### src/rtl/asic_freq.sv
// asic_freq: frequency counter for an asynchronous input.
// Provides a gated edge count (o), a free-running edge count (oc), a UART
// hex report of each gated result, and a 9-digit multiplexed 7-segment display.
module asic_freq (
   input  logic        clk,
   input  logic        rst_n,
   input  logic [3:0]  addr,
   input  logic [31:0] value,
   input  logic        strobe,
   input  logic        samplee,
   output logic [31:0] o,
   output logic [31:0] oc,
   output logic        tx,
   output logic [8:0]  col_drvs,
   output logic [7:0]  seg_drvs
);

   typedef enum logic {U_IDLE, U_BIT} ustate_t;

   logic [15:0] div;
   logic [31:0] period;
   logic        mode;
   logic [31:0] digs;
   logic [3:0]  dig8;
   logic [8:0]  dp;

   logic        sync0, sync1, sync_prev;
   logic        rise;
   logic [31:0] gcnt, timer;
   logic        upd;

   ustate_t     ust;
   logic [31:0] shadow;
   logic [3:0]  chr, bpos;
   logic [15:0] bcnt, bdiv;
   logic [31:0] nib_word;
   logic [7:0]  cur_byte;

   logic [9:0]  presc;
   logic [3:0]  digit;
   logic [3:0]  nib;
   logic        blank;

   // standard hex to 7-segment decode, bits gfedcba
   function automatic logic [6:0] hex_seg(input logic [3:0] n);
      case (n)
         4'h0: hex_seg = 7'b0111111;
         4'h1: hex_seg = 7'b0000110;
         4'h2: hex_seg = 7'b1011011;
         4'h3: hex_seg = 7'b1001111;
         4'h4: hex_seg = 7'b1100110;
         4'h5: hex_seg = 7'b1101101;
         4'h6: hex_seg = 7'b1111101;
         4'h7: hex_seg = 7'b0000111;
         4'h8: hex_seg = 7'b1111111;
         4'h9: hex_seg = 7'b1101111;
         4'hA: hex_seg = 7'b1110111;
         4'hB: hex_seg = 7'b1111100;
         4'hC: hex_seg = 7'b0111001;
         4'hD: hex_seg = 7'b1011110;
         4'hE: hex_seg = 7'b1111001;
         default: hex_seg = 7'b1110001;
      endcase
   endfunction

   // uppercase ASCII hex character for one nibble
   function automatic logic [7:0] hex_ascii(input logic [3:0] n);
      hex_ascii = (n < 4'd10) ? (8'h30 + {4'b0, n}) : (8'h37 + {4'b0, n});
   endfunction

   // register file; small dividers are clamped so each bit lasts at least 4 cycles
   always_ff @(posedge clk or negedge rst_n) begin
      if (!rst_n) begin
         div    <= 16'd868;
         period <= 32'd1000000;
         mode   <= 1'b0;
         digs   <= '0;
         dig8   <= '0;
         dp     <= '0;
      end else if (strobe) begin
         case (addr)
            4'd0: div    <= (value[15:0] < 16'd4) ? 16'd4 : value[15:0];
            4'd1: period <= value;
            4'd2: mode   <= value[0];
            4'd3: digs   <= value;
            4'd4: dig8   <= value[3:0];
            4'd5: dp     <= value[8:0];
            default: ;
         endcase
      end
   end

   // two-flop synchronizer plus one history flop for rising-edge detection
   always_ff @(posedge clk or negedge rst_n) begin
      if (!rst_n) begin
         sync0     <= 1'b0;
         sync1     <= 1'b0;
         sync_prev <= 1'b0;
      end else begin
         sync0     <= samplee;
         sync1     <= sync0;
         sync_prev <= sync1;
      end
   end

   assign rise = sync1 & ~sync_prev;

   // free-running edge count
   always_ff @(posedge clk or negedge rst_n) begin
      if (!rst_n) oc <= '0;
      else if (rise) oc <= oc + 32'd1;
   end

   // gate timer: publish the edge count each period; a period write restarts the gate
   always_ff @(posedge clk or negedge rst_n) begin
      if (!rst_n) begin
         o     <= '0;
         gcnt  <= '0;
         timer <= '0;
         upd   <= 1'b0;
      end else begin
         upd <= 1'b0;
         if (strobe && addr == 4'd1) begin
            gcnt  <= '0;
            timer <= '0;
         end else if (period == 32'd0) begin
            gcnt  <= '0;
            timer <= '0;
         end else if (timer == period - 32'd1) begin
            o     <= gcnt + {31'b0, rise};
            gcnt  <= '0;
            timer <= '0;
            upd   <= 1'b1;
         end else begin
            gcnt  <= gcnt + {31'b0, rise};
            timer <= timer + 32'd1;
         end
      end
   end

   // byte currently being shifted: 8 hex characters of the latched value, then CR, LF
   always_comb begin
      nib_word = shadow << {chr[2:0], 2'b00};
      cur_byte = hex_ascii(nib_word[31:28]);
      if (chr == 4'd8) cur_byte = 8'h0D;
      else if (chr == 4'd9) cur_byte = 8'h0A;
   end

   // UART frame engine; divider is re-sampled at every bit boundary
   always_ff @(posedge clk or negedge rst_n) begin
      if (!rst_n) begin
         ust    <= U_IDLE;
         tx     <= 1'b1;
         shadow <= '0;
         chr    <= '0;
         bpos   <= '0;
         bcnt   <= '0;
         bdiv   <= 16'd868;
      end else begin
         case (ust)
            U_IDLE: begin
               tx <= 1'b1;
               if (upd) begin
                  shadow <= o;
                  chr    <= '0;
                  bpos   <= '0;
                  bcnt   <= '0;
                  bdiv   <= div;
                  tx     <= 1'b0;
                  ust    <= U_BIT;
               end
            end
            default: begin
               if (bcnt == bdiv - 16'd1) begin
                  bcnt <= '0;
                  bdiv <= div;
                  if (bpos == 4'd9) begin
                     if (chr == 4'd9) begin
                        tx  <= 1'b1;
                        ust <= U_IDLE;
                     end else begin
                        chr  <= chr + 4'd1;
                        bpos <= '0;
                        tx   <= 1'b0;
                     end
                  end else begin
                     bpos <= bpos + 4'd1;
                     tx   <= (bpos == 4'd8) ? 1'b1 : cur_byte[bpos[2:0]];
                  end
               end else begin
                  bcnt <= bcnt + 16'd1;
               end
            end
         endcase
      end
   end

   // display multiplex: advance digit 0..8 every 1024 clocks
   always_ff @(posedge clk or negedge rst_n) begin
      if (!rst_n) begin
         presc <= '0;
         digit <= '0;
      end else begin
         presc <= presc + 10'd1;
         if (presc == 10'd1023) digit <= (digit == 4'd8) ? 4'd0 : digit + 4'd1;
      end
   end

   // digit source select and segment decode; digit 8 is blank in mode 0
   always_comb begin
      nib   = '0;
      blank = 1'b0;
      if (digit == 4'd8) begin
         nib   = dig8;
         blank = ~mode;
      end else if (mode) begin
         nib = digs[{digit[2:0], 2'b00} +: 4];
      end else begin
         nib = o[{digit[2:0], 2'b00} +: 4];
      end
      seg_drvs = {dp[digit], blank ? 7'b0 : hex_seg(nib)};
   end

   assign col_drvs = 9'd1 << digit;

endmodule

### config.mk
export PLATFORM = sky130hd
export DESIGN_NAME = asic_freq
export DESIGN_NICKNAME = d
export VERILOG_FILES = /design/src/rtl/asic_freq.sv
export SDC_FILE = /design/constraint.sdc
export NUM_CORES = 1
export LEC_CHECK = 0
export CAP_MARGIN = 20
export CELL_PAD_IN_SITES_DETAIL_PLACEMENT = 0
export CELL_PAD_IN_SITES_GLOBAL_PLACEMENT = 1
export CORE_AREA = 10 10 246 248
export CTS_CLUSTER_DIAMETER = 50
export DETAILED_ROUTE_END_ITERATION = 10
export DIE_AREA = 0 0 256 258
export PLACE_DENSITY_LB_ADDON = 0.1
export SYNTH_ARGS = -nofsm -noshare
export SYNTH_HDL_FRONTEND = slang
export SYNTH_SLANG_ARGS = --single-unit
export TNS_END_PERCENT = 20
### constraint.sdc
create_clock -name clk -period 7.85 [get_ports clk]
set_clock_uncertainty 0.2 [all_clocks]
set_input_delay 2.355 -clock clk [delete_from_list [all_inputs] [get_ports clk]]
set_output_delay 2.355 -clock clk [all_outputs]
set_load 0.05 [all_outputs]
* Word-level counts from Yosys, hierarchy flattened
Memory sizes are Yosys's and may differ from the RTL's.
Index checks and enable logic that the tools add are counted.
** Cells by class
- Add/sub/neg operators :: 12
- $lt $le $gt $ge :: 4
- Equality and inequality tests :: 17
- Shift-type cells :: 4
- Mux-type cells :: 48
- Bitwise logic cells :: 6
- Reduce and logical (&&, ||, !) cells :: 15
** Operators with widths (number)
- 2-to-1 mux 32 bit :: 6
- 2-to-1 mux 16 bit :: 7
- adder 32 x 1 -> 32 bit (second input constant) :: 2
- indexed part select 32 x 6 -> 4 bit :: 2
- 2-to-1 mux 4 bit :: 12
- adder 32 x 1 -> 32 bit :: 1
- equality test 32 bit :: 1
- logical NOT 32 bit :: 1
- << shifter 32 x 5 -> 32 bit :: 1
- subtractor 32 x 1 -> 32 bit (second input constant) :: 1
- 2-to-1 mux 7 bit :: 4
- equality test 4 bit (second input constant) :: 5
- 2-to-1 mux 1 bit :: 17
- adder 16 x 1 -> 16 bit (second input constant) :: 1
- equality test 16 bit :: 1
- less-than comparator 16 x 3 -> 1 bit (second input constant) :: 1
- AND reduction 2 bit :: 8
- subtractor 16 x 1 -> 16 bit (second input constant) :: 1
- adder 6 x 4 -> 7 bit (first input constant) :: 2
- adder 4 x 1 -> 4 bit (second input constant) :: 3
- adder 10 x 1 -> 10 bit (second input constant) :: 1
- equality test 10 bit (second input constant) :: 1
- << shifter 1 x 4 -> 9 bit (first input constant) :: 1
- equality test 4 x 2 -> 1 bit (second input constant) :: 2
- 17 further kinds :: 24
** Word-level totals
- Bits in registers :: 314
- Memory bits (read-only) :: 112
- Bits of input ports :: 40
- Word-level logic and storage cells :: 130
- Memories :: 1
** Memory list
- (name not given) :: words 16, width 7, rd ports 1, clocked after memory_dff 0, write ports 0, RTL line 46 : case (n)

* Depth between registers and ports, before layout
Gate-level depths: netlist (run 1).
- Depth in word-level cells :: 11
- Depth in mapped cells :: 11

* Least setup slack after synthesis (run 1)
No wires, ideal clock.
- Path kind :: reg2out
- From :: reg mode
- To :: out seg_drvs[0]
- Data arrival time :: 4.718 ns
- Required time :: 5.295 ns
- Path slack :: 0.577 ns
- Stages on the path, launching flop included :: 9
- Cell sequence :: dfrtp_1 > clkbuf_1 > clkbuf_1 > mux4_2 > mux4_2 > mux2i_1 > inv_1 > ha_1 > o41ai_1
** Between the ends
- Cells in the longest elaborated chain, start to end :: 4
- Elaborated cells on any way between the ends :: 6
** Ends and longest elaborated chain
- from (decl) :: RTL line 22 : logic mode;
- from (signal assigned) :: RTL line 84 : 4'd2: mode <= value[0];
- 2-to-1 mux 4 bit :: RTL line 216 : end else if (mode) begin
- 2-to-1 mux 4 bit :: RTL line 213 : if (digit == 4'd8) begin
- memory (16 x 7 bit)
- 2-to-1 mux 7 bit (*) :: RTL line 221 : seg_drvs = {dp[digit], blank ? 7'b0 : hex_seg(nib)};
- to (decl) :: RTL line 15 : output logic [7:0] seg_drvs
Every way passes the cells marked *; elsewhere a longest branch is shown, timed or not.

* Worst setup path in the final report (run 1)
Ends and elaborated chain as after synthesis.

==> results_dict.tcl, run 1 <==
set metrics [dict create \
    max_slew_margin 0.342 \
    clock_latency_ns 0.57 \
    synth_flop_cell "dfrtp_1" \
    post-place-ws_ns 1.10 \
    crit_chain "buf_4 > mux4_2 > mux4_2 > mux2i_1 > nor2b_1 > a22oi_1 > o41ai_1 > clkdlybuf4s50_1" \
    criticalPathCategory "reg -> out" \
    cts_buffer_depth 3 \
    syn-instance-count 1507 \
    slew_viol_final 0 \
    rows 87 \
    min_path_type "reg -> reg" \
    cts_root_buf "clkbuf_16" \
    final_cell_area_um2 20000 \
    synth-edff-count 0 \
    track_usage 0.149 \
    seq_area_um2 7880 \
    io_pins 122 \
    via_count 11743 \
    fmax_mhz 137 \
    ys_ff_latch 314 \
    worstPathArrival_ns 4.73 \
    path_clk_slew_ns 0.05 \
    async_flop_share 1.00 \
    start_util 0.295 \
    finalWirelength_um 49100 \
    leakagePower_uw 0.00852 \
    die_h_um 258 \
    final_layout_size_suffix_gt1_frac 0.167 \
    cp_common_cell "mux4_2" \
    post-route-drc-count 0 \
    period_needed_ns 7.29 \
    critPathSlowestCell "clkdlybuf4s50_1" \
    worst_setup_path_end_kind "output port" \
    yosys_warnings 0 \
    finalHoldViolCount 0 \
    cts_resized 0 \
    die-area_um2 66000 \
    nFillCells 5634 \
    grt_start_max_net_pins 135 \
    multiInputGateArea_um2 7990 \
    clockPowerShare 0.442 \
    place_area_um2 18400 \
    port_buffers 121 \
    switching_share 0.286 \
    overflow 0 \
    antenna_left 0 \
    grt_pass1_vias 12304 \
    ir_drop_mv 0.181 \
    wl_per_cell_um 20.3 \
    power_density_nw_per_um2 246 \
    ys_types 78 \
    maxCapViolCount 0 \
    status "completed" \
    syn_nets 1570 \
    setup_violations 0 \
    cts_hold_buf 0 \
    diodes 0 \
    dp_hpwl_um 36100 \
    chipWidth_um 256 \
    post_cts_buffers 0 \
    grt_pass1_wl_um 77100 \
    syn_to_final_growth_pct 21.6 \
    synth_area_per_cell_um2 10.9 \
    setup_tns_ns 0 \
    pwr-share-comb 0.157 \
    pwr-share-seq 0.402 \
    synthesis.area_um2 16400 \
    p_sw_uw 1410 \
    htree_levels 2 \
    worst_slew_pin_slew_ns 0.979 \
    cpPeakStageDelay_ns 0.87 \
    finalCritPeriodShare 0.929 \
    vias_per_cell 4.87 \
    start_kind "register" \
    drtIter0Drc 671 \
    coreArea_um2 55700 \
    rsz0062_at_grt "no" \
    cts.sinks 314 \
    cts_made_buffers 45 \
    p_int_uw 3520 \
    antenna_found_initial 0 \
    postLayoutSetupSlackWorst_ns 0.561 \
    seq_area_frac_synth 0.479 \
    firstDrtPassIters 5 \
    crit_required_ns 5.30 \
    place_congestion 0.837 \
    cts_tree "built" \
    nets 1683 \
    crit_fanout 11 \
]
-- cell usage after synthesis (11+ instances only) --
master	count	area [um^2]
o21ai_0	65	325
nand2_1	118	443
and3_1	27	169
ha_1	23	288
buf_6	11	124
nor2_1	72	270
nand3_1	59	295
dfrtp_1	296	7410
nor4_1	24	150
mux4_2	30	676
mux2i_1	43	430
clkbuf_1	52	195
mux2_2	99	1110
and2_1	15	93.8
inv_1	66	248
xnor2_1	101	885
a21o_1	13	97.6
xor2_1	59	517
nor3b_1	11	82.6
nor3_1	101	505
dfstp_2	18	473
nand4_1	25	156
-- cell type report --
type | instances | share of cell area
multi-input cells | 1056 | 0.399
clock inverters | 30 | 0.0200
inverters | 68 | 0.0128
repair buffers | 135 | 0.0667
well taps | 756 | 0.0473
clock buffers | 52 | 0.0602
flip-flops and latches | 314 | 0.394
-- sequential cells by signal, indices dropped and copies added (netlist names), 10 cells and up --
| name | cells |
|---|---|
| o | 32 |
| timer | 32 |
| oc | 32 |
| presc | 10 |
| div | 16 |
| shadow | 32 |
| gcnt | 32 |
| digs | 32 |
| period | 32 |
| bcnt | 16 |
| bdiv | 16 |
-- cells in the final DEF (no fill, tap or decap), types with 18 or more instances in the layout --
master	netlist	layout
and3_1	27	27
clkbuf_16	0	47
clkdlybuf4s50_1	0	120
dfrtp_1	296	296
dfstp_2	18	18
ha_1	23	23
inv_1	66	66
mux2_2	99	99
mux2i_1	43	43
mux4_2	30	30
nand2_1	118	116
nand3_1	59	58
nand4_1	25	25
nor2_1	72	72
nor3_1	101	101
nor4_1	24	23
o21ai_0	65	65
xnor2_1	101	101
xor2_1	59	59
-- kinds of logic after synthesis --
logic type / count (synthesis) / synth area share
AND/OR/NAND/NOR: 518 / 0.166
flip-flops: 314 / 0.479
AO/OA/AOI/OAI: 171 / 0.0702
XOR/XNOR: 160 / 0.0852
multiplexers: 184 / 0.146
buffers and inverters: 137 / 0.0367
adder cells (fa/ha/maj): 23 / 0.0175
-- worst max-delay path: cells and delay by family (launching register included) --
kind | cells | cell delay [ns]
muxes | 3 | 1.72
buffers and inverters | 2 | 1.18
DFF | 1 | 0.73
and+or+nand+nor | 1 | 0.31
AOI/OAI and AO/OA | 2 | 0.22
-- through the flow --
stage / hold slack, ns / power [uW] / cells / utilization
CTS: 0.150 / 5010 / 2411 / 0.359
global placement: 0.134 / 2780 / 2329 / 0.330
finish: 0.148 / 4930 / 2411 / 0.359
detailed placement: 0.137 / 2790 / 2329 / 0.330
global route: 0.168 / 5160 / 2411 / 0.359
floorplan: 0.131 / 2490 / 1507 / -
-- power by group through the flow --
stage               combinational [uW]  clock, uW  sequential, uW
floorplan                          526          0            1970
global placement                   774          0            2010
detailed placement                 781          0            2010
CTS                                785       2250            1980
global route                       845       2310            2010
finish                             771       2180            1980
-- worst paths after layout --
kind | cells past startpoint | slack [ns] | end | startpoint
min in group asynchronous | 1 | 1.57 | oc[31] | rst_n
max reg2reg | 9 | 3.06 | o[22] | period[0]
max in group asynchronous | 2 | 4.62 | digit[2] | rst_n
min reg2reg | 0 | 0.15 | sync1 | sync0
min | 0 | 0.15 | sync1 | sync0
max | 8 | 0.56 | seg_drvs[0] | mode
-- metal layers --
layer,global-route usage,part of all wire
met1,0.192,0.45
met5,0,0
met4,0.0484,0.025
met2,0.251,0.49
met3,0.0240,0.029
(Power assumes the default switching activity.)
==> run 2, diff against run 1 <==
--- a/config.mk
+++ b/config.mk
@@ -6,13 +6,11 @@
 export NUM_CORES = 1
 export LEC_CHECK = 0
 export CAP_MARGIN = 20
-export CELL_PAD_IN_SITES_DETAIL_PLACEMENT = 0
-export CELL_PAD_IN_SITES_GLOBAL_PLACEMENT = 1
 export CORE_AREA = 10 10 246 248
 export CTS_CLUSTER_DIAMETER = 50
 export DETAILED_ROUTE_END_ITERATION = 10
 export DIE_AREA = 0 0 256 258
-export PLACE_DENSITY_LB_ADDON = 0.1
+export DONT_BUFFER_PORTS = 1
 export SYNTH_ARGS = -nofsm -noshare
 export SYNTH_HDL_FRONTEND = slang
 export SYNTH_SLANG_ARGS = --single-unit
==> run 2 against run 1 <==
Against the previous run:
- worst setup slack gained 0.10 ns
- routed wire length down 13%
- final area fell by 7.7%
- final cell count shrank 5.5%
- utilization decreased by 2.8 points
- sequential share of layout area is 3.3 points higher
- global-route usage fell by 2.1 points
- clock power fell by 20%
- worst hold slack better by 0.0012 ns
- sequential power is 3% higher
- critical path depth down 1
==> results_dict.tcl, run 2 (synthesis results as in run 1) <==
set metrics [dict create \
    final_layout_size_suffix_gt1_frac 0.170 \
    rsz0062_at_grt "no" \
    seq_area_um2 7880 \
    switching_share 0.284 \
    cts_made_buffers 38 \
    worst_setup_path_end_kind "output port" \
    p_int_uw 3140 \
    grt_start_max_net_pins 315 \
    die_h_um 258 \
    clockPowerShare 0.399 \
    post-place-ws_ns 1.21 \
    critPathSlowestCell "dfrtp_1" \
    finalCritPeriodShare 0.915 \
    clock_latency_ns 0.54 \
    ir_drop_mv 0.121 \
    maxCapViolCount 0 \
    cpPeakStageDelay_ns 0.83 \
    finalWirelength_um 42900 \
    via_count 11478 \
    grt_pass1_vias 11548 \
    chipWidth_um 256 \
    setup_violations 0 \
    pwr-share-seq 0.462 \
    leakagePower_uw 0.00789 \
    pwr-share-comb 0.139 \
    vias_per_cell 5.04 \
    syn_to_final_growth_pct 12.2 \
    grt_pass1_wl_um 67700 \
    antenna_left 0 \
    power_density_nw_per_um2 238 \
    die-area_um2 66000 \
    post_cts_buffers 0 \
    min_path_type "reg -> reg" \
    io_pins 122 \
    total_power_uw 4390 \
    setup_tns_ns 0 \
    post-route-drc-count 0 \
    p_sw_uw 1250 \
    htree_levels 2 \
    worst_slew_pin_slew_ns 1.05 \
    crit_fanout 13 \
    final_cell_mix "dfrtp_1, nand2_1, nor3_1, xnor2_1, mux2_2" \
    final_common_cell "dfrtp_1" \
    drtIter0Drc 834 \
    fmax_mhz 139 \
    rows 87 \
    slew_viol_final 0 \
    period_needed_ns 7.18 \
    crit_required_ns 5.30 \
    port_buffers 0 \
    place_area_um2 17200 \
    wl_per_cell_um 18.8 \
    cts_tree "built" \
    place_congestion 0.853 \
    cts_hold_buf 0 \
    hold_path_depth 0 \
    antenna_found_initial 2 \
    status "completed" \
    cts.sinks 314 \
    start_util 0.295 \
    firstDrtPassIters 7 \
    final_cell_area_um2 18500 \
    start_kind "register" \
    crit_chain "buf_4 > mux4_2 > mux4_2 > mux2i_1 > and2_1 > a211oi_1 > a211oi_2" \
    finalHoldViolCount 0 \
    multiInputGateArea_um2 8010 \
    cts_resized 0 \
    overflow 0 \
    nFillCells 5625 \
    cts_root_buf "clkbuf_16" \
    worstPathArrival_ns 4.63 \
    cts_buffer_depth 3 \
    postLayoutSetupSlackWorst_ns 0.665 \
    coreArea_um2 55700 \
    hold-worst-slack_ns 0.149 \
    max_slew_margin 0.297 \
    reg2reg_depth 10 \
    path_clk_slew_ns 0.06 \
    nets 1555 \
    dp_hpwl_um 31500 \
    criticalPathCategory "reg -> out" \
    cp_common_cell "mux4_2" \
    track_usage 0.128 \
]
[run 2: changes by cell type in the layout (fill, tap and decap cells not counted), moves of 2 or more]
| cell | delta |
|---|---|
| clkdlybuf4s50_1 | -120 |
| clkbuf_1 | +7 |
| bufinv_16 | -6 |
| clkbuf_16 | -6 |
| clkinv_4 | -3 |
| clkinvlp_4 | -3 |
| clkbuf_8 | +2 |
| clkinv_2 | -2 |
| inv_6 | -2 |
[run 2: layout make-up]
class | instances | area share
antenna | 1 | 0.000136
clock buffer | 55 | 0.0601
clock inverter | 14 | 0.00773
inverter | 68 | 0.0138
multi-input combinational | 1056 | 0.434
sequential | 314 | 0.427
tap | 756 | 0.0512
timing repair buffer | 14 | 0.00637
[run 2: stage by stage]
| stage | util | instances |
|---|---|---|
| floorplan | - | 1507 |
| detailed placement | 0.308 | 2207 |
| global route | 0.331 | 2277 |
| global placement | 0.308 | 2207 |
| CTS | 0.331 | 2276 |
| finish | 0.331 | 2278 |
[run 2: path summary, 6_finish.rpt]
| check | startpoint | end | slack, ns |
|---|---|---|---|
| setup / recovery | mode | seg_drvs[1] | 0.67 |
| hold / removal | sync0 | sync1 | 0.15 |
| setup reg to reg | period[0] | gcnt[26] | 3.65 |
| hold reg to reg | sync0 | sync1 | 0.15 |
| max in group asynchronous | rst_n | oc[0] | 5.54 |
| min in group asynchronous | rst_n | period[12] | 1.36 |
[run 2: per-layer routing]
layer  up-vias  share of wire  track usage
li1       5377              -            -
met1      5782           0.42        0.157
met2       245           0.48        0.213
met3        74          0.062       0.0337
met4         0          0.031       0.0481
met5         -              0            0
[run 2: power by group through the flow]
| stage | Combinational, uW | Clock (uW) | Sequential [uW] |
|---|---|---|---|
| finish | 612 | 1750 | 2030 |
| global route | 669 | 1860 | 2050 |
| CTS | 614 | 1790 | 2030 |
| detailed placement | 611 | 0 | 2060 |
| global placement | 591 | 0 | 2050 |
| floorplan | 526 | 0 | 1970 |
[run 2: worst max-delay path, delay by kind of cell (launching register included)]
kind | cells | cell delay (ns)
buffers and inverters | 1 | 0.32
and+or+nand+nor | 1 | 0.23
muxes | 3 | 1.87
DFF | 1 | 0.83
AOI/OAI and AO/OA | 2 | 0.86
==> run 3, diff against run 2 <==
--- a/config.mk
+++ b/config.mk
@@ -5,12 +5,13 @@
 export SDC_FILE = /design/constraint.sdc
 export NUM_CORES = 1
 export LEC_CHECK = 0
-export CAP_MARGIN = 20
+export ABC_CLOCK_PERIOD_IN_PS = 7850
 export CORE_AREA = 10 10 246 248
 export CTS_CLUSTER_DIAMETER = 50
 export DETAILED_ROUTE_END_ITERATION = 10
 export DIE_AREA = 0 0 256 258
 export DONT_BUFFER_PORTS = 1
+export SLEW_MARGIN = 20
 export SYNTH_ARGS = -nofsm -noshare
 export SYNTH_HDL_FRONTEND = slang
 export SYNTH_SLANG_ARGS = --single-unit
==> run 3 against run 2 <==
Against the previous run:
- critical path depth stayed put
- worst setup slack better by 0.017 ns
- highest routed layer unchanged
- sequential power hardly changed
==> results_dict.tcl, run 3 (synthesis results as in run 1) <==
set metrics [dict create \
    status "completed" \
    reg2reg_depth 10 \
    ir_drop_mv 0.122 \
    cts_made_buffers 38 \
    finalCritPeriodShare 0.913 \
    post-place-ws_ns 1.21 \
    start_kind "register" \
    dp_hpwl_um 31500 \
    finalWirelength_um 42900 \
    drtIter0Drc 781 \
    die_h_um 258 \
    power_density_nw_per_um2 238 \
    nets 1554 \
    cts_tree "built" \
    top_usage_layer "met2" \
    cts_buffer_depth 3 \
    grt_pass1_wl_um 67700 \
    criticalPathCategory "reg -> out" \
    hold-worst-slack_ns 0.149 \
    post-route-drc-count 0 \
    setup_violations 0 \
    place_area_um2 17200 \
    setup_tns_ns 0 \
    worstPathArrival_ns 4.61 \
    path_clk_slew_ns 0.06 \
    final_common_cell "dfrtp_1" \
    crit_required_ns 5.30 \
    start_util 0.295 \
    coreArea_um2 55700 \
    cts_resized 0 \
    overflow 0 \
    min_path_type "reg -> reg" \
    die-area_um2 66000 \
    vias_per_cell 5.02 \
    use_met2 0.213 \
    antenna_found_initial 2 \
    htree_levels 2 \
    fmax_mhz 140 \
    clock_latency_ns 0.54 \
    final_cell_area_um2 18500 \
    grt_pass1_vias 11548 \
    leakagePower_uw 0.00788 \
    io_pins 122 \
    nFillCells 5628 \
    final_layout_size_suffix_gt1_frac 0.169 \
    met3_usage 0.0337 \
    maxCapViolCount 0 \
    antenna_left 0 \
    grt_start_max_net_pins 315 \
    worst_setup_path_end_kind "output port" \
    met1_usage 0.157 \
    chipWidth_um 256 \
    finalNonFillerCells 2280 \
    final_cell_mix "dfrtp_1, nand2_1, nor3_1, xnor2_1, mux2_2" \
    via_count 11456 \
    track_usage 0.128 \
    slew_viol_final 0 \
    finalHoldViolCount 0 \
    place_congestion 0.853 \
    dp.cells 2207 \
    postLayoutSetupSlackWorst_ns 0.682 \
    post_cts_buffers 0 \
    hold_path_depth 0 \
    crit_fanout 13 \
    cts_root_buf "clkbuf_16" \
    worst_slew_pin_slew_ns 1.05 \
    rsz0062_at_grt "no" \
    cts_hold_buf 0 \
    wl_per_cell_um 18.8 \
    cts.sinks 314 \
    period_needed_ns 7.17 \
    max_slew_margin 0.294 \
    syn_to_final_growth_pct 12.2 \
    rows 87 \
    firstDrtPassIters 5 \
    port_buffers 0 \
]
run 3: cell count changes in the layout (fill, tap and decap cells not counted):
cell / delta
buf_12: -1
diode_2: +3
nand2_4: +1
nand2_2: -1
run 3: power by group:
group	internal, uW	switching [uW]	leakage, uW
sequential	1790	241	0.00398
combinational	301	311	0.00329
clock	1050	695	0.000606
total	3140	1250	0.00788
run 3: routing by layer:
layer  vias to the layer above  wire, um
met5                         -         0
met4                         0      1330
met3                        76      2620
met2                       236     20700
met1                      5749     18200
li1                       5395         -
run 3: cell type report:
class / count / area, um^2 / area share
inverter: 68 / 255 / 0.0138
antenna: 4 / 10.0 / 0.000543
multi-input combinational: 1056 / 8010 / 0.434
clock buffer: 55 / 1110 / 0.0601
clock inverter: 14 / 143 / 0.00773
sequential: 314 / 7880 / 0.427
timing repair buffer: 13 / 97.6 / 0.00529
tap: 756 / 946 / 0.0513
run 3: final timing paths:
check	slack, ns	endpoint	from
worst max-delay path	0.68	seg_drvs[1]	mode
worst min-delay path	0.15	sync1	sync0
worst max register to register	3.63	gcnt[25]	period[0]
worst min register to register	0.15	sync1	sync0
max in group asynchronous	5.37	bcnt[3]	rst_n
min in group asynchronous	1.36	period[12]	rst_n
run 3: worst max-delay path, cell delays in order, from the launching register on:
cell and delay, ns:
dfrtp_1 0.83, buf_4 0.32, mux4_2 0.52, mux4_2 0.54
mux2i_1 0.78, and2_1 0.23, a211oi_1 0.06, a211oi_2 0.80
run 3: per-stage QoR:
step / power, uW / util
floorplan: 2490 / -
global placement: 2640 / 0.308
detailed placement: 2670 / 0.308
CTS: 4440 / 0.331
global route: 4580 / 0.331
finish: 4390 / 0.331
==> RTL change 1, RTL diff (flow settings as in run 1) <==
Register the output `seg_drvs`, cleared by the reset; this adds one clock of latency there. The other outputs are not delayed to match.
--- a/src/rtl/asic_freq.sv
+++ b/src/rtl/asic_freq.sv
@@ -17,4 +17,6 @@
 
    typedef enum logic {U_IDLE, U_BIT} ustate_t;
+
+   logic [7:0] seg_drvs_d;
 
    logic [15:0] div;
@@ -219,9 +221,17 @@
          nib = o[{digit[2:0], 2'b00} +: 4];
       end
-      seg_drvs = {dp[digit], blank ? 7'b0 : hex_seg(nib)};
+      seg_drvs_d = {dp[digit], blank ? 7'b0 : hex_seg(nib)};
    end
 
    assign col_drvs = 9'd1 << digit;
 
+   always_ff @(posedge clk or negedge rst_n) begin
+      if (!rst_n) begin
+         seg_drvs <= '0;
+      end else begin
+         seg_drvs <= seg_drvs_d;
+      end
+   end
+
 endmodule
 
Function: changed (a bounded check fails within 4 cycles, from zero or initial values and one cycle with rst_n low).
==> RTL change 1 against run 1 <==
- critical path type unchanged
- via count up 1.5%
- synthesized area up 1.6%
- non-clock buffer count up 3
- design area up 2.0%
- wire length down 1.4%
- worst setup slack better by 1900 ps
- global-route usage down 0.23 points
- total power up 1.9%
- sequential cell count up 8
==> RTL change 1: results (changes against run 1) <==
[final_layout]
drive_gt1_share_pct=19.4  ; +2.8 points
seq_area_share_pct=39.6  ; +0.22 points
multi_input_gates=1072  ; +1.5%
inverters_excl_clock=71  ; +4.4%
clkCellAreaFrac_pct=8.16  ; +0.15 points
clock_buffers=63  ; +21%
final_nets=1717  ; +2.0%
buffer_area_share_pct=6.71  ; +0.042 points

[global_routing]
grt_max_degree=128  ; -5.2%
grt_pass1_vias=12400  ; +0.68%
antenna_found_initial=2  ; +2
grtUsageMet2_pct=24.4  ; -0.70 points

[route]
drt-met1-wl_um=21200  ; -4.6%
drt_first_iter_violations=597  ; -11%
avgViaCountPerCell=4.87  ; about the same
wl_met2_um=23100  ; -4.3%
wirelength_um=48400  ; -1.4%

[sta]
fin_hold_ws_ps=152  ; +3.50 ps
fin_crit_sh_pct=68.9  ; -24 points
timing.slew.headroom_pct=35.6  ; +1.4 points

[clock_tree]
cts-buffers-inserted=49  ; +8.9%

[setup_path]
reg2reg_slack_ps=3580  ; +520 ps
crit_arrival_ps=2850  ; -1880 ps

[pwr]
total_leakage_power_nw=8.55  ; +0.37%
p_comb_mw=0.796  ; +3.2%

[status]
status=finished clean

[yosys]
yosysSeqAreaShare_pct=48.4  ; +0.44 points
synthDistinctLibCells=81  ; +3.8%
synth_common_cells=dfrtp_1, nand2_1, xnor2_1, mux2_2, nor2_1

==> RTL change 1: cell count changes after synthesis, sizes merged, moves of 9 or more <==
cell / before / now
nor2: 72 / 138
nor3: 101 / 38
nand3: 59 / 73
clkbuf: 52 / 41
o21ai: 66 / 55
or4: 8 / 19
a21oi: 11 / 20
nor4: 28 / 19
==> RTL change 1: worst paths after layout <==
check,from,to,cells after the start
max in group asynchronous,rst_n,oc[31],2
min,sync0,sync1,0
min in group asynchronous,rst_n,bpos[2],1
max,digit[1],col_drvs[8],6
max reg2reg,period[0],o[0],10
min reg2reg,sync0,sync1,0
==> RTL change 1: logic make-up (layout without fill, tap and decap cells) <==
kind of cell	after synthesis	count (layout)	share of synthesized area (%)
flip-flops	322	322	48.4
buffers and inverters	134	299	3.42
AND/OR/NAND/NOR	547	547	17.5
other	0	1	0
adder cells (fa/ha/maj)	23	23	1.72
AO/OA/AOI/OAI	151	151	6.14
XOR/XNOR	165	165	8.73
multiplexers	186	186	14.1
==> RTL change 2, RTL diff (config.mk and constraints of run 1) <==
Without the edit above. Add an input register stage for `addr`, `value`, `strobe` and `samplee`, without a reset; this delays them by one clock.
--- a/src/rtl/asic_freq.sv
+++ b/src/rtl/asic_freq.sv
@@ -17,4 +17,16 @@
 
    typedef enum logic {U_IDLE, U_BIT} ustate_t;
+
+   logic [3:0] addr_q;
+   logic [31:0] value_q;
+   logic strobe_q;
+   logic samplee_q;
+
+   always_ff @(posedge clk) begin
+      addr_q    <= addr;
+      value_q   <= value;
+      strobe_q  <= strobe;
+      samplee_q <= samplee;
+   end
 
    logic [15:0] div;
@@ -78,12 +90,12 @@
          dig8   <= '0;
          dp     <= '0;
-      end else if (strobe) begin
-         case (addr)
-            4'd0: div    <= (value[15:0] < 16'd4) ? 16'd4 : value[15:0];
-            4'd1: period <= value;
-            4'd2: mode   <= value[0];
-            4'd3: digs   <= value;
-            4'd4: dig8   <= value[3:0];
-            4'd5: dp     <= value[8:0];
+      end else if (strobe_q) begin
+         case (addr_q)
+            4'd0: div    <= (value_q[15:0] < 16'd4) ? 16'd4 : value_q[15:0];
+            4'd1: period <= value_q;
+            4'd2: mode   <= value_q[0];
+            4'd3: digs   <= value_q;
+            4'd4: dig8   <= value_q[3:0];
+            4'd5: dp     <= value_q[8:0];
             default: ;
          endcase
@@ -98,5 +110,5 @@
          sync_prev <= 1'b0;
       end else begin
-         sync0     <= samplee;
+         sync0     <= samplee_q;
          sync1     <= sync0;
          sync_prev <= sync1;
@@ -121,5 +133,5 @@
       end else begin
          upd <= 1'b0;
-         if (strobe && addr == 4'd1) begin
+         if (strobe_q && addr_q == 4'd1) begin
             gcnt  <= '0;
             timer <= '0;
Function: changed (Yosys sat finds a counterexample within 4 cycles, from zero or initial values and one cycle with rst_n low).
==> RTL change 2 against run 1 <==
- synthesized area is 7.0% higher
- total power is 8.6% higher
- non-clock buffer count is 5 higher
- sequential cell count is 38 higher
- wire length is 4.1% higher
- worst setup slack worse by 210 ps
- design area is 7.0% higher
- maximum frequency is 2.7% lower
- largest cell class is now flip-flops and latches
- highest routed layer unchanged
==> RTL change 2: results (changes against run 1) <==
[yosys]
synth_common_cells=dfrtp_1, nand2_1, mux2_2, xnor2_1
ys.flop_type=dfrtp_1
ys_warn_count=0  ; unchanged
ys_async_sr_fraction_pct=89.2  ; -11 points
yosys-top-cells-area=dfrtp_1, mux2_2, xnor2_1, dfxtp_1, mux4_2
synthDistinctLibCells=79  ; +1.3%
yosysSeqAreaShare_pct=49.1  ; +1.2 points

[clock_tree]
cts.clk_slew.worst_paths_ps=50  ; about the same
hold_buffers=0  ; unchanged
clockBufferDepth=3  ; unchanged
clk_latency_ps=610  ; +40 ps
htree_num_levels=2  ; unchanged
cts-buffers-inserted=53  ; +18%
cts_setup_buffers=0  ; unchanged
postCtsResizedCells=0  ; unchanged

[global_routing]
grt_max_degree=138  ; +2.2%
antenna_found_initial=1  ; +1
use_met1_pct=20.2  ; +1.0 points
grtUsageMet2_pct=25.7  ; +0.66 points
grt_util_met3_pct=2.74  ; +0.34 points
grt_pass1_vias=12600  ; +2.7%
grt_first_pass_wirelength_um=80000  ; +3.7%
grt_usage_pct=15.4  ; +0.49 points

[sta]
finalHoldViolations=0  ; unchanged
timing.slew.headroom_pct=39.3  ; +5.1 points

[setup_path]
worstSetupStartpoint=mode
max_stage_delay_ps=870  ; about the same
crit_fanout=17  ; +6
timing.rr.start=period[0]
cp_slowest_cell=clkdlybuf4s50_1
crit_arrival_ps=4940  ; +210 ps

[place]
dp_slack_ps=974  ; -129 ps
place_congestion=0.844  ; +0.88%
hpwl_um=36900  ; +2.2%

[status]
status=finished clean

[final_layout]
final_nets=1765  ; +4.9%
drive_gt1_share_pct=20.5  ; +3.8 points
diodes=0  ; unchanged

[route]
wirelength_um=51100  ; +4.1%
routed.top_layer=met4
drt_first_iter_violations=668  ; -0.45%
vias=12400  ; +5.4%
drt-met1-wl_um=23600  ; +6.1%
drtPass1Iterations=4  ; -1
wl_met2_um=24900  ; +3.0%
dr_wl_met3_um=1730  ; +21%

[worst_hold_path]
hp-class=reg -> reg
min_from=samplee_q

[pwr]
netSwitchingPower_mw=1.55  ; +9.9%
peakVddDrop_uv=164  ; -9.5%
total_leakage_power_nw=9.26  ; +8.7%

-- RTL change 2: worst max-delay path: cells and delay by family (launching register included) --
kind | cells | cell delay (ps)
AO/OA/AOI/OAI | 1 | 290
flip-flops | 1 | 420
adder cells (fa/ha/maj) | 1 | 280
buffers and inverters | 3 | 1400
multiplexers | 4 | 1930
-- RTL change 2: final timing paths --
path,to,slack (ps),cells after the start
max,seg_drvs[6],360,9
min,sync0,130,0
max reg2reg,gcnt[0],3010,11
min reg2reg,sync0,130,0
max in group asynchronous,timer[28],4410,2
min in group asynchronous,oc[31],1560,1
-- RTL change 2: layout make-up --
class                   count  area, um2
clock buffers              67       1480
clock inverters            33        349
repair buffers            140       1380
flip-flops and latches    352       8640
inverters                  74        278
well taps                 756        946
multi-input cells        1081       8330
fillers                  5509      34300
-- RTL change 2: logic make-up after synthesis --
| family | after synthesis | synth area share, % |
|---|---|---|
| AOI/OAI and AO/OA | 166 | 6.28 |
| xor gates and xnor gates | 159 | 7.91 |
| DFF | 352 | 49.1 |
| and+or+nand+nor | 546 | 17.8 |
| buffers and inverters | 153 | 3.65 |
| adders and majority gates | 23 | 1.64 |
| muxes | 187 | 13.6 |
-- RTL change 2: metrics by stage --
stage,area [um2],std cells
after CTS,21400,2503
after detailed placement,19600,2403
final,21400,2503
after floorplan,17600,1586
after global placement,19600,2402
after global routing,21400,2503
-- RTL change 2: power groups by stage --
stage	Combinational (mW)	Clock, mW	Sequential (mW)
2_1_floorplan	0.523	0	2.17
3_3_place_gp	0.767	0	2.21
3_5_place_dp	0.773	0	2.22
4_1_cts	0.776	2.49	2.19
5_1_grt	0.841	2.56	2.21
6_report	0.766	2.40	2.18
